**src/rtl/dqn_weight_pkg.sv**
```systemverilog
// Shared definitions for the DQN weight RAM: layer encodings, address width,
// per-layer word counts and the sweep controller state encoding.
package dqn_weight_pkg;

  localparam int WEIGHT_COUNTER_WIDTH = 11;

  localparam logic [1:0] LAYER_HIDDEN_1 = 2'b01;
  localparam logic [1:0] LAYER_HIDDEN_2 = 2'b10;
  localparam logic [1:0] LAYER_OUTPUT   = 2'b11;

  typedef enum logic [2:0] {
    ST_IDLE  = 3'd0,
    ST_READ  = 3'd1,
    ST_DRAIN = 3'd2,
    ST_WRITE = 3'd3,
    ST_DONE  = 3'd4
  } sweep_state_e;

  // Each node stores one weight per source node plus a bias word.
  function automatic logic [WEIGHT_COUNTER_WIDTH-1:0] layer_word_count(
    input logic [1:0] layer,
    input int         n_in,
    input int         n_h1,
    input int         n_h2,
    input int         n_out
  );
    int words;
    case (layer)
      LAYER_HIDDEN_1: words = n_h1 * (n_in + 1);
      LAYER_HIDDEN_2: words = n_h2 * (n_h1 + 1);
      LAYER_OUTPUT:   words = n_out * (n_h2 + 1);
      default:        words = 0;
    endcase
    return WEIGHT_COUNTER_WIDTH'(words);
  endfunction

endpackage

```
**src/rtl/weight_ram_sweep_controller_if.sv**
```systemverilog
// Weight RAM request/return bus. The sweep controller is the master and the
// RAM is the slave; requests and returns are single-cycle, no back-pressure.
interface weight_ram_sweep_controller_if #(
  parameter int DATA_WIDTH  = 32,
  parameter int LAYER_WIDTH = 2
);
  import dqn_weight_pkg::*;

  logic                            o_ram_enable;
  logic                            o_rw_select;
  logic [LAYER_WIDTH-1:0]          o_weight_layer;
  logic [WEIGHT_COUNTER_WIDTH-1:0] o_weight_addr;
  logic [DATA_WIDTH-1:0]           o_weight;
  logic                            i_weight_valid;
  logic [LAYER_WIDTH-1:0]          i_weight_layer;
  logic [WEIGHT_COUNTER_WIDTH-1:0] i_weight_addr;
  logic [DATA_WIDTH-1:0]           i_weight;

  modport master (
    output o_ram_enable, o_rw_select, o_weight_layer, o_weight_addr, o_weight,
    input  i_weight_valid, i_weight_layer, i_weight_addr, i_weight
  );

  modport slave (
    input  o_ram_enable, o_rw_select, o_weight_layer, o_weight_addr, o_weight,
    output i_weight_valid, i_weight_layer, i_weight_addr, i_weight
  );

endinterface

```
**src/rtl/weight_addr_counter.sv**
```systemverilog
// Sweep address counter: load clears the count and captures the last index,
// inc advances it, at_last flags count == last.
module weight_addr_counter
  import dqn_weight_pkg::*;
(
  input  logic                            clk,
  input  logic                            rst,
  input  logic                            load,
  input  logic [WEIGHT_COUNTER_WIDTH-1:0] load_last,
  input  logic                            inc,
  output logic [WEIGHT_COUNTER_WIDTH-1:0] count,
  output logic [WEIGHT_COUNTER_WIDTH-1:0] last,
  output logic                            at_last
);

  logic [WEIGHT_COUNTER_WIDTH-1:0] count_q, count_d;
  logic [WEIGHT_COUNTER_WIDTH-1:0] last_q, last_d;

  // Saturates instead of wrapping so an overrun can never alias address 0.
  always_comb begin
    count_d = count_q;
    last_d  = last_q;
    if (load) begin
      count_d = '0;
      last_d  = load_last;
    end else if (inc && (count_q != '1)) begin
      count_d = count_q + WEIGHT_COUNTER_WIDTH'(1);
    end
  end

  always_ff @(posedge clk or posedge rst) begin
    if (rst) begin
      count_q <= '0;
      last_q  <= '0;
    end else begin
      count_q <= count_d;
      last_q  <= last_d;
    end
  end

  assign count   = count_q;
  assign last    = last_q;
  assign at_last = (count_q == last_q);

endmodule

```
**src/rtl/weight_ram_sweep_controller.sv**
```systemverilog
// Sweeps every address of one weight-RAM layer, either issuing reads and
// streaming the returns out, or accepting a write stream and issuing writes.
module weight_ram_sweep_controller
  import dqn_weight_pkg::*;
#(
  parameter int DATA_WIDTH                    = 32,
  parameter int LAYER_WIDTH                   = 2,
  parameter int NUMBER_OF_INPUT_NODE          = 2,
  parameter int NUMBER_OF_HIDDEN_NODE_LAYER_1 = 32,
  parameter int NUMBER_OF_HIDDEN_NODE_LAYER_2 = 32,
  parameter int NUMBER_OF_OUTPUT_NODE         = 3
) (
  input  logic                            clk,
  input  logic                            rst,
  input  logic                            i_start,
  input  logic                            i_mode,
  input  logic [LAYER_WIDTH-1:0]          i_layer,
  input  logic                            i_pause,
  input  logic                            i_wdata_valid,
  input  logic [DATA_WIDTH-1:0]           i_wdata,
  output logic                            o_wdata_ready,
  weight_ram_sweep_controller_if.master   ram,
  output logic                            o_rdata_valid,
  output logic [WEIGHT_COUNTER_WIDTH-1:0] o_rdata_addr,
  output logic [DATA_WIDTH-1:0]           o_rdata,
  output logic                            o_rdata_last,
  output logic                            o_busy,
  output logic                            o_done,
  output logic                            o_error,
  output sweep_state_e                    o_dbg_state
);

  // Handshake: the write stream transfers a word on every rising edge where
  // i_wdata_valid && o_wdata_ready; the read stream has no back-pressure.

  sweep_state_e                    state_q, state_d;
  logic [LAYER_WIDTH-1:0]          layer_q, layer_d;
  logic                            ram_en_q, ram_en_d;
  logic                            rw_q, rw_d;
  logic [LAYER_WIDTH-1:0]          req_layer_q, req_layer_d;
  logic [WEIGHT_COUNTER_WIDTH-1:0] req_addr_q, req_addr_d;
  logic [DATA_WIDTH-1:0]           wdata_q, wdata_d;
  logic                            done_q, done_d;
  logic                            error_q, error_d;
  logic                            rvalid_q, rvalid_d;
  logic                            rlast_q, rlast_d;
  logic [WEIGHT_COUNTER_WIDTH-1:0] raddr_q, raddr_d;
  logic [DATA_WIDTH-1:0]           rdata_q, rdata_d;

  logic                            cnt_load;
  logic                            cnt_inc;
  logic [WEIGHT_COUNTER_WIDTH-1:0] cnt_load_last;
  logic [WEIGHT_COUNTER_WIDTH-1:0] cnt;
  logic [WEIGHT_COUNTER_WIDTH-1:0] cnt_last;
  logic                            cnt_at_last;
  logic                            ret_match;

  assign cnt_load_last = layer_word_count(i_layer[1:0], NUMBER_OF_INPUT_NODE,
                                          NUMBER_OF_HIDDEN_NODE_LAYER_1,
                                          NUMBER_OF_HIDDEN_NODE_LAYER_2,
                                          NUMBER_OF_OUTPUT_NODE)
                         - WEIGHT_COUNTER_WIDTH'(1);

  weight_addr_counter u_addr_counter (
    .clk       (clk),
    .rst       (rst),
    .load      (cnt_load),
    .load_last (cnt_load_last),
    .inc       (cnt_inc),
    .count     (cnt),
    .last      (cnt_last),
    .at_last   (cnt_at_last)
  );

  // Returns are only forwarded while this controller owns a read sweep.
  assign ret_match = ram.i_weight_valid && (ram.i_weight_layer == layer_q) &&
                     ((state_q == ST_READ) || (state_q == ST_DRAIN));

  always_comb begin
    state_d     = state_q;
    layer_d     = layer_q;
    ram_en_d    = 1'b0;
    rw_d        = rw_q;
    req_layer_d = req_layer_q;
    req_addr_d  = req_addr_q;
    wdata_d     = wdata_q;
    done_d      = 1'b0;
    error_d     = 1'b0;
    cnt_load    = 1'b0;
    cnt_inc     = 1'b0;
    rvalid_d    = ret_match;
    rlast_d     = ret_match && (ram.i_weight_addr == cnt_last);
    raddr_d     = raddr_q;
    rdata_d     = rdata_q;
    if (ret_match) begin
      raddr_d = ram.i_weight_addr;
      rdata_d = ram.i_weight;
    end
    case (state_q)
      ST_IDLE: begin
        if (i_start) begin
          if (i_layer == '0) begin
            error_d = 1'b1;
          end else begin
            layer_d  = i_layer;
            cnt_load = 1'b1;
            state_d  = i_mode ? ST_READ : ST_WRITE;
          end
        end
      end
      ST_READ: begin
        if (!i_pause) begin
          ram_en_d    = 1'b1;
          rw_d        = 1'b1;
          req_layer_d = layer_q;
          req_addr_d  = cnt;
          cnt_inc     = 1'b1;
          if (cnt_at_last) state_d = ST_DRAIN;
        end
      end
      ST_DRAIN: begin
        if (rlast_d) begin
          done_d  = 1'b1;
          state_d = ST_DONE;
        end
      end
      ST_WRITE: begin
        if (i_wdata_valid) begin
          ram_en_d    = 1'b1;
          rw_d        = 1'b0;
          req_layer_d = layer_q;
          req_addr_d  = cnt;
          wdata_d     = i_wdata;
          cnt_inc     = 1'b1;
          if (cnt_at_last) begin
            done_d  = 1'b1;
            state_d = ST_DONE;
          end
        end
      end
      ST_DONE: state_d = ST_IDLE;
      default: state_d = ST_IDLE;
    endcase
  end

  always_ff @(posedge clk or posedge rst) begin
    if (rst) begin
      state_q     <= ST_IDLE;
      layer_q     <= '0;
      ram_en_q    <= 1'b0;
      rw_q        <= 1'b0;
      req_layer_q <= '0;
      req_addr_q  <= '0;
      wdata_q     <= '0;
      done_q      <= 1'b0;
      error_q     <= 1'b0;
      rvalid_q    <= 1'b0;
      rlast_q     <= 1'b0;
      raddr_q     <= '0;
      rdata_q     <= '0;
    end else begin
      state_q     <= state_d;
      layer_q     <= layer_d;
      ram_en_q    <= ram_en_d;
      rw_q        <= rw_d;
      req_layer_q <= req_layer_d;
      req_addr_q  <= req_addr_d;
      wdata_q     <= wdata_d;
      done_q      <= done_d;
      error_q     <= error_d;
      rvalid_q    <= rvalid_d;
      rlast_q     <= rlast_d;
      raddr_q     <= raddr_d;
      rdata_q     <= rdata_d;
    end
  end

  assign ram.o_ram_enable   = ram_en_q;
  assign ram.o_rw_select    = rw_q;
  assign ram.o_weight_layer = req_layer_q;
  assign ram.o_weight_addr  = req_addr_q;
  assign ram.o_weight       = wdata_q;

  assign o_wdata_ready = (state_q == ST_WRITE);
  assign o_busy        = (state_q != ST_IDLE);
  assign o_done        = done_q;
  assign o_error       = error_q;
  assign o_rdata_valid = rvalid_q;
  assign o_rdata_last  = rlast_q;
  assign o_rdata_addr  = raddr_q;
  assign o_rdata       = rdata_q;
  assign o_dbg_state   = state_q;

endmodule

```
**src/flat_wrapper.sv**
```systemverilog
// flat-port wrapper written by rule: the top's interface ports become plain ports
module weight_ram_sweep_controller_flat import dqn_weight_pkg::*;
#(
  parameter int DATA_WIDTH                    = 32,
  parameter int LAYER_WIDTH                   = 2,
  parameter int NUMBER_OF_INPUT_NODE          = 2,
  parameter int NUMBER_OF_HIDDEN_NODE_LAYER_1 = 32,
  parameter int NUMBER_OF_HIDDEN_NODE_LAYER_2 = 32,
  parameter int NUMBER_OF_OUTPUT_NODE         = 3
)
  (clk, rst, i_start, i_mode, i_layer, i_pause, i_wdata_valid, i_wdata, o_wdata_ready, o_rdata_valid, o_rdata_addr, o_rdata, o_rdata_last, o_busy, o_done, o_error, o_dbg_state, ram_o_ram_enable, ram_o_rw_select, ram_o_weight_layer, ram_o_weight_addr, ram_o_weight, ram_i_weight_valid, ram_i_weight_layer, ram_i_weight_addr, ram_i_weight);
  weight_ram_sweep_controller_if #(.DATA_WIDTH(DATA_WIDTH), .LAYER_WIDTH(LAYER_WIDTH)) ram_i ();
  input  logic clk;
  input  logic rst;
  input  logic i_start;
  input  logic i_mode;
  input  logic [LAYER_WIDTH-1:0] i_layer;
  input  logic i_pause;
  input  logic i_wdata_valid;
  input  logic [DATA_WIDTH-1:0] i_wdata;
  output logic o_wdata_ready;
  output logic o_rdata_valid;
  output logic [WEIGHT_COUNTER_WIDTH-1:0] o_rdata_addr;
  output logic [DATA_WIDTH-1:0] o_rdata;
  output logic o_rdata_last;
  output logic o_busy;
  output logic o_done;
  output logic o_error;
  output sweep_state_e o_dbg_state;
  output wire logic [$bits(ram_i.o_ram_enable)-1:0] ram_o_ram_enable;
  output wire logic [$bits(ram_i.o_rw_select)-1:0] ram_o_rw_select;
  output wire logic [$bits(ram_i.o_weight_layer)-1:0] ram_o_weight_layer;
  output wire logic [$bits(ram_i.o_weight_addr)-1:0] ram_o_weight_addr;
  output wire logic [$bits(ram_i.o_weight)-1:0] ram_o_weight;
  input wire logic [$bits(ram_i.i_weight_valid)-1:0] ram_i_weight_valid;
  input wire logic [$bits(ram_i.i_weight_layer)-1:0] ram_i_weight_layer;
  input wire logic [$bits(ram_i.i_weight_addr)-1:0] ram_i_weight_addr;
  input wire logic [$bits(ram_i.i_weight)-1:0] ram_i_weight;
  assign ram_o_ram_enable = ram_i.o_ram_enable;
  assign ram_o_rw_select = ram_i.o_rw_select;
  assign ram_o_weight_layer = ram_i.o_weight_layer;
  assign ram_o_weight_addr = ram_i.o_weight_addr;
  assign ram_o_weight = ram_i.o_weight;
  assign ram_i.i_weight_valid = ram_i_weight_valid;
  assign ram_i.i_weight_layer = ram_i_weight_layer;
  assign ram_i.i_weight_addr = ram_i_weight_addr;
  assign ram_i.i_weight = ram_i_weight;
  weight_ram_sweep_controller #(.DATA_WIDTH(DATA_WIDTH), .LAYER_WIDTH(LAYER_WIDTH), .NUMBER_OF_INPUT_NODE(NUMBER_OF_INPUT_NODE), .NUMBER_OF_HIDDEN_NODE_LAYER_1(NUMBER_OF_HIDDEN_NODE_LAYER_1), .NUMBER_OF_HIDDEN_NODE_LAYER_2(NUMBER_OF_HIDDEN_NODE_LAYER_2), .NUMBER_OF_OUTPUT_NODE(NUMBER_OF_OUTPUT_NODE)) u_core (.clk(clk), .rst(rst), .i_start(i_start), .i_mode(i_mode), .i_layer(i_layer), .i_pause(i_pause), .i_wdata_valid(i_wdata_valid), .i_wdata(i_wdata), .o_wdata_ready(o_wdata_ready), .ram(ram_i), .o_rdata_valid(o_rdata_valid), .o_rdata_addr(o_rdata_addr), .o_rdata(o_rdata), .o_rdata_last(o_rdata_last), .o_busy(o_busy), .o_done(o_done), .o_error(o_error), .o_dbg_state(o_dbg_state));
endmodule
```
**config.mk**
```make
export PLATFORM = sky130hd
export DESIGN_NAME = weight_ram_sweep_controller_flat
export DESIGN_NICKNAME = d
export VERILOG_FILES = /design/src/rtl/dqn_weight_pkg.sv /design/src/rtl/weight_ram_sweep_controller_if.sv /design/src/rtl/weight_addr_counter.sv /design/src/rtl/weight_ram_sweep_controller.sv /design/src/flat_wrapper.sv
export SDC_FILE = /design/constraint.sdc
export NUM_CORES = 1
export LEC_CHECK = 0
export BUFFER_PORTS_ARGS = -buffer_cell sky130_fd_sc_hd__buf_2
export CAP_MARGIN = 20
export CORE_ASPECT_RATIO = 0.75
export CORE_MARGIN = 1.5
export CORE_UTILIZATION = 27
export CTS_BUF_LIST = sky130_fd_sc_hd__clkbuf_2
export CTS_CLUSTER_DIAMETER = 120
export DETAILED_ROUTE_END_ITERATION = 8
export GPL_TIMING_DRIVEN = 0
export MAX_ROUTING_LAYER = met4
export PLACE_DENSITY = 0.46
export SKIP_LAST_GASP = 1
export SLEW_MARGIN = 20
export SYNTH_ARGS = -nofsm -noshare
export SYNTH_HDL_FRONTEND = slang
export SYNTH_HIERARCHICAL = 1
export SYNTH_SLANG_ARGS = --single-unit
```
**constraint.sdc**
```tcl
create_clock -name clk -period 3.2 [get_ports clk]
set_input_delay 0.48 -clock clk [delete_from_list [all_inputs] [get_ports clk]]
set_output_delay 0.48 -clock clk [all_outputs]
set_load 0.05 [all_outputs]
```
==> flow_summary.json, run 1 <==
{
  "rrSetupSlack_ps": 510,
  "fillerInstances": 1821,
  "reg2regPathDepth": 9,
  "cts_setup_buffers": 0,
  "status": "completed",
  "die_area_sq_mm": 0.0200,
  "crit_path_end_kind": "register",
  "ys_seq_elements": 121,
  "setup_viol": 0,
  "drv_cap": 0,
  "synth_area_sq_mm": 0.00517,
  "initial_core_util_pct": 27.8,
  "numPortBuffers": 184,
  "diodes": 0,
  "grt_pass1_vias": 4001,
  "synth_compound_area_share_pct": 3.58,
  "syn-num-nets": 457,
  "postRouteAntennaNets": 0,
  "overflow": 0,
  "yosysWarnings": 6,
  "cts.sinks": 121,
  "synth_fa_ha_area_share_pct": 1.21,
  "setup.worst_path.start": "u_core/o_dbg_state[0]",
  "clkTransAtPathRegs_ps": 180,
  "max_freq_mhz": 372,
  "fin_crit_sh_pct": 84.0,
  "drive_gt1_share_pct": 52.0,
  "yosys.area_share.simple_pct": 6.72,
  "grt_use_total_pct": 14.1,
  "synth_area_per_cell_sq_um": 14.1,
  "slowest_delay_ps": 460,
  "min_path_type": "primary input to register",
  "drt_wl_total_um": 13300,
  "drv_slew": 0,
  "place_hpwl_um": 9610,
  "crit_path_top_delay_cell": "nor3_2",
  "io_pins": 185,
  "insertion_delay_ps": 670,
  "crit_end": "u_core/u_addr_counter/count[7]",
  "dr.pass1.iters": 4,
  "synthXorXnorAreaFrac_pct": 4.57,
  "root_buffer": "clkbuf_2",
  "cp-start-kind": "register",
  "layout_common_cells": "buf_2, dfrtp_1, mux2_2",
  "fin_crit_ps": 2690,
  "cp.required_ps": 3760,
  "final_common_cell": "buf_2",
  "num_rows": 43,
  "setup_ws_ps": 512,
  "syn_inst": 366,
  "clockBufferDepth": 2,
  "arrival_ps": 3250,
  "die_w_um": 163,
  "skew_ps": 29.7,
  "layout.cells.non_filler": 905,
  "viasPerCell": 4.25,
  "synth-edff-count": 0,
  "cts-buffers-inserted": 17,
  "synthFlopType": "dfrtp_1",
  "total_leakage_power_nw": 3.57,
  "die_h_um": 123,
  "finalHoldViolCount": 0,
  "worst_pin_slew_ps": 860,
  "final_nets": 736,
  "max_slew_margin_pct": 42.6,
  "hold_start": "i_layer[0]",
  "worst-setup-path-type": "register to register",
  "yosysSeqAreaShare_pct": 58.5,
  "peakVddDrop_mv": 0.510,
  "synth_top_family_by_area": "multiplexers",
  "drc": 0,
  "synthArstFlopShare_pct": 100,
  "wl_per_cell_um": 14.7,
  "grt_max_degree": 71,
  "area.growth.synth_to_final_pct": 45.3,
  "r2r_start": "u_core/o_dbg_state[0]",
  "regToRegEndpoint": "u_core/u_addr_counter/count[7]",
  "crit_fanout": 15,
  "pre_cts_slack_ps": 543,
  "cts_max_level": 4,
  "powerDensity_mw_per_mm2": 1090,
  "core_area_sq_mm": 0.0186,
  "drt_iter0_drc": 102,
  "synth_mux_area_share_pct": 22.5,
  "rsz0062_at_grt": "no",
  "placed_cells": 798,
  "place.gp.congestion": 0.752,
  "cts_tree": "done",
  "yosysUniqueCellTypes": 46,
  "grt_pass1_wl_um": 20600,
  "antenna_found_initial": 0,
  "dr_total_vias": 3846,
  "path_cells": "clkbuf_2 -> and2b_1 -> inv_1 -> nor3_2 -> buf_4 -> and4_1 -> and2b_4 -> nand3_2 -> mux2_4"
}
layout make-up:
cell class / instances / area [sq um] / share of cell area (%)
Multi-Input combinational cell: 218 / 2000 / 26.6
Buffer: 15 / 103 / 1.36
Clock buffer: 17 / 85.1 / 1.13
Tap cell: 247 / 309 / 4.11
Clock inverter: 15 / 248 / 3.29
Inverter: 12 / 50.0 / 0.666
Sequential cell: 121 / 3030 / 40.3
Timing Repair Buffer: 260 / 1700 / 22.6
critical path: cells and delay by family, from the launching register on:
kind                   cells  cell delay (ps)
muxes                      1              310
buffers and inverters      3              620
and+or+nand+nor            5             1270
DFF                        1              390
stage by stage:
stage	setup TNS (ps)	utilization (%)	hold slack (ps)	total power [mW]	area, sq um
floorplan	0	-	469	5.91	5170
global placement	-111740	34.4	484	6.86	6400
detailed placement	0	34.6	483	6.93	6440
CTS	0	40.3	18.1	8.33	7510
global route	0	40.4	4.18	8.69	7520
finish	0	40.4	126	8.21	7520
worst min-delay path by stage:
stage | endpoint | slack [ps] | cells after the start
floorplan | u_core/u_addr_counter/count[0] | 470 | 1
global placement | u_core/o_rdata[16] | 480 | 1
detailed placement | u_core/ram.o_weight_addr[6] | 480 | 2
CTS | u_core/layer_q[0] | 20 | 2
global route | u_core/o_rdata_addr[6] | 4 | 2
finish | u_core/layer_q[0] | 130 | 2
repair_timing:
item | 4_1_cts | 5_1_grt
hold endpoints to repair | 125 | 1
hold buffers | 74 | 1
resized for setup | 0 | 0
setup endpoints to repair | 0 | 0
flip-flops by register name, indices dropped and copies added, names as in the netlist:
name                         count
u_core/u_addr_counter/count     11
u_core/ram.o_weight_layer        2
u_core/ram.o_ram_enable          1
u_core/ram.o_rw_select           1
u_core/u_addr_counter/last      11
u_core/o_error                   1
u_core/o_rdata_last              1
u_core/ram.o_weight             32
u_core/o_dbg_state               3
u_core/o_rdata_addr             11
u_core/o_done                    1
u_core/o_rdata                  32
u_core/ram.o_weight_addr        11
u_core/o_rdata_valid             1
u_core/layer_q                   2
Yosys cell counts (2+ instances only):
library cell | n | area [sq um]
nor2b_1 | 3 | 18.8
a32o_1 | 2 | 20.0
a211oi_1 | 2 | 15.0
ha_1 | 5 | 62.6
xnor2_1 | 12 | 105
inv_1 | 12 | 45.0
buf_2 | 6 | 30.0
nand3_1 | 4 | 20.0
o22ai_1 | 2 | 12.5
nor2_1 | 11 | 41.3
nand3_2 | 2 | 20.0
dfrtp_1 | 121 | 3030
nor4_1 | 2 | 12.5
a31oi_1 | 4 | 25.0
nand2_1 | 9 | 33.8
and3_1 | 2 | 12.5
nand4_1 | 4 | 25.0
buf_4 | 4 | 30.0
nor3_1 | 9 | 45.0
mux2_2 | 101 | 1140
o21ai_0 | 2 | 10.0
o21bai_1 | 2 | 15.0
nand2b_1 | 3 | 18.8
a21oi_1 | 4 | 20.0
buf_6 | 3 | 33.8
xor2_1 | 15 | 131
per-layer routing:
| layer | part of all wire, % | wire length [um] | GRT usage (%) | vias up |
|---|---|---|---|---|
| li1 | - | - | - | 1837 |
| met1 | 47 | 6300 | 18.0 | 1877 |
| met2 | 46 | 6170 | 21.6 | 117 |
| met3 | 4.7 | 626 | 3.24 | 15 |
| met4 | 1.4 | 180 | 5.39 | 0 |
| met5 | 0 | 0 | - | - |
kinds of logic after synthesis:
logic type                 after synthesis
AOI/OAI and AO/OA                       24
and+or+nand+nor                         58
adders and majority gates                5
other                                    1
xor gates and xnor gates                27
muxes                                  103
buffers and inverters                   27
DFF                                    121
power by group:
part | internal, mW | switching [mW] | total, mW
clock network | 0.673 | 0.608 | 1.28
registers | 2.20 | 0.436 | 2.63
logic | 1.36 | 2.94 | 4.30
total | 4.23 | 3.98 | 8.21
Note: power is estimated with default switching activity, not from simulation.
==> run 2, diff against run 1 <==
--- a/config.mk
+++ b/config.mk
@@ -5,6 +5,7 @@
 export SDC_FILE = /design/constraint.sdc
 export NUM_CORES = 1
 export LEC_CHECK = 0
+export ABC_AREA = 1
 export BUFFER_PORTS_ARGS = -buffer_cell sky130_fd_sc_hd__buf_2
 export CAP_MARGIN = 20
 export CORE_ASPECT_RATIO = 0.75
@@ -15,7 +16,7 @@
 export DETAILED_ROUTE_END_ITERATION = 8
 export GPL_TIMING_DRIVEN = 0
 export MAX_ROUTING_LAYER = met4
-export PLACE_DENSITY = 0.46
+export PLACE_DENSITY = 0.44
 export SKIP_LAST_GASP = 1
 export SLEW_MARGIN = 20
 export SYNTH_ARGS = -nofsm -noshare
==> constraint.sdc (replaced) <==
create_clock -name clk -period 2.49 [get_ports clk]
set_input_delay 0.3735 -clock clk [delete_from_list [all_inputs] [get_ports clk]]
set_output_delay 0.3735 -clock clk [all_outputs]
set_load 0.05 [all_outputs]
==> flow_summary.json, run 2 <==
{
  "grt_use_total_pct": 16.0,
  "grt_pass1_vias": 4965,
  "yosysWarnings": 6,
  "min_path_type": "primary input to register",
  "layout_common_cells": "nand2_1, buf_2, dfrtp_1",
  "final_common_cell": "nand2_1",
  "syn-num-nets": 720,
  "worst-setup-path-type": "register to output pin",
  "fin_crit_ps": 2110,
  "drv_slew": 0,
  "core_area_sq_mm": 0.0195,
  "synthTopCellsByCount": "nand2_1, dfrtp_1, inv_1",
  "place.gp.congestion": 0.749,
  "drt_iter0_drc": 329,
  "cts-buffers-inserted": 17,
  "grt_max_degree": 31,
  "setup_tns_ps": 0,
  "crit_path_end_kind": "output pin",
  "powerDensity_mw_per_mm2": 1230,
  "dr_total_vias": 4888,
  "synth_area_per_cell_sq_um": 8.64,
  "fillerInstances": 2023,
  "die_area_sq_mm": 0.0210,
  "antenna_found_initial": 1,
  "slowest_delay_ps": 470,
  "ys_seq_elements": 121,
  "max_slew_margin_pct": 39.9,
  "total_leakage_power_nw": 4.27,
  "cts.sinks": 121,
  "ys_top_cells_by_area": "dfrtp_1, nand2_1, inv_1",
  "arrival_ps": 1740,
  "area.growth.synth_to_final_pct": 43.5,
  "cts_tree": "done",
  "yosysSeqAreaShare_pct": 55.7,
  "violations": "DRC",
  "skew_ps": 22.7,
  "cp-start-kind": "register",
  "io_pins": 185,
  "cts_resized": 0,
  "crit_fanout": 4,
  "synth_most_common_cell": "nand2_1",
  "dr.pass1.iters": 9,
  "die_h_um": 126,
  "numPortBuffers": 184,
  "fin_crit_sh_pct": 84.8,
  "yosysTopAreaCellShare_pct": 55.7,
  "drv_cap": 0,
  "status": "complete, but fails checks",
  "utilization_pct": 39.9,
  "syn_inst": 629,
  "die_w_um": 167,
  "grt_pass1_wl_um": 25800,
  "peakVddDrop_mv": 0.685,
  "yosysUniqueCellTypes": 36,
  "ctsHoldBuffers": 82,
  "drive_gt1_share_pct": 29.4,
  "path_cells": "inv_2 -> nand2_2 -> nor2_2 -> buf_2",
  "synth_top_cell_by_area": "dfrtp_1",
  "insertion_delay_ps": 650,
  "clockBufferDepth": 2,
  "synthArstFlopShare_pct": 100,
  "synth-edff-count": 0,
  "final_nets": 1008,
  "drt_wl_total_um": 15600,
  "place_hpwl_um": 11200,
  "cts_setup_buffers": 0,
  "finalHoldViolCount": 0,
  "synth_area_sq_mm": 0.00543,
  "cts_max_level": 4,
  "clkTransAtPathRegs_ps": 190,
  "cp.required_ps": 2120,
  "root_buffer": "clkbuf_2",
  "initial_core_util_pct": 27.8,
  "synthFlopType": "dfrtp_1",
  "rsz0062_at_grt": "no",
  "setup_viol": 0,
  "crit_path_top_delay_cell": "dfrtp_1",
  "viasPerCell": 4.13,
  "wl_per_cell_um": 13.1,
  "num_rows": 44,
  "drc": 14,
  "postRouteAntennaNets": 0,
  "worst_pin_slew_ps": 900,
  "overflow": 0,
  "max_freq_mhz": 474
}
[run 2: changes by cell type after synthesis, sizes merged, moves of 4 or more]
cell and delta:
mux2 -91, o21ai +18, a31oi -4, inv +36, nand2 +307, nor3 -6, clkbuf +4, nand3 +14
nor2 +20, xor2 -10
[run 2: layer usage]
metal / vias to the layer above / part of all wire [%] / global-route usage [%]
met5: - / 0 / -
met4: 0 / 1.0 / 3.42
li1: 2516 / - / -
met1: 2195 / 51 / 21.9
met2: 162 / 40 / 22.7
met3: 15 / 8.0 / 5.72
[run 2: report_power, final]
part / total (mW) / switching [mW] / internal, mW / leakage [nW]
combinational: 5.11 / 3.78 / 1.33 / 2.59
sequential: 3.23 / 0.512 / 2.72 / 1.55
clock: 1.28 / 0.820 / 0.459 / 0.134
total: 9.62 / 5.11 / 4.50 / 4.27
[run 2: path summary, 6_finish.rpt]
check | endpoint | cells past startpoint | slack, ps | start
max | o_wdata_ready | 4 | 380 | u_core/o_dbg_state[2]
min | u_core/layer_q[0] | 3 | 100 | i_layer[0]
max reg2reg | u_core/o_dbg_state[1] | 9 | 600 | u_core/u_addr_counter/count[3]
min reg2reg | u_core/o_rdata[1] | 2 | 490 | u_core/o_rdata[1]
max in group asynchronous | u_core/ram.o_rw_select | 6 | 1270 | rst
min in group asynchronous | u_core/ram.o_weight_addr[0] | 3 | 250 | rst
[run 2: logic make-up after synthesis]
group,after synthesis,synth area share (%)
AOI/OAI and AO/OA,28,2.81
xor gates and xnor gates,14,2.26
adders and majority gates,5,1.15
buffers and inverters,68,5.78
DFF,121,55.7
muxes,11,2.63
other,1,0.0690
and+or+nand+nor,381,29.6
[run 2: worst max-delay path, delay by kind of cell, from the launching register on]
| kind | cells | cell delay, ps |
|---|---|---|
| simple gates | 2 | 220 |
| flops | 1 | 470 |
| buf+inv | 2 | 390 |
[run 2: per-stage QoR]
step                area (sq um)  instances  setup slack, ps  hold WS (ps)  power [mW]
floorplan                   5440        629              202           363        7.01
global placement            6670       1066             53.6           451        8.28
detailed placement          6730       1069              398           443        8.29
CTS                         7790       1183              256          26.8        9.74
global route                7790       1184              197          51.3        10.3
finish                      7790       1184              378           104        9.62
[run 2: cell type report]
type	count	area, sq um	share of cell area, %
repair buffers	269	1800	23.1
well taps	253	317	4.06
flip-flops and latches	121	3030	38.9
plain buffers	20	134	1.72
clock inverters	15	153	1.96
clock buffers	17	85.1	1.09
inverters	48	184	2.36
diodes	1	2.50	0.0321
multi-input cells	440	2090	26.8
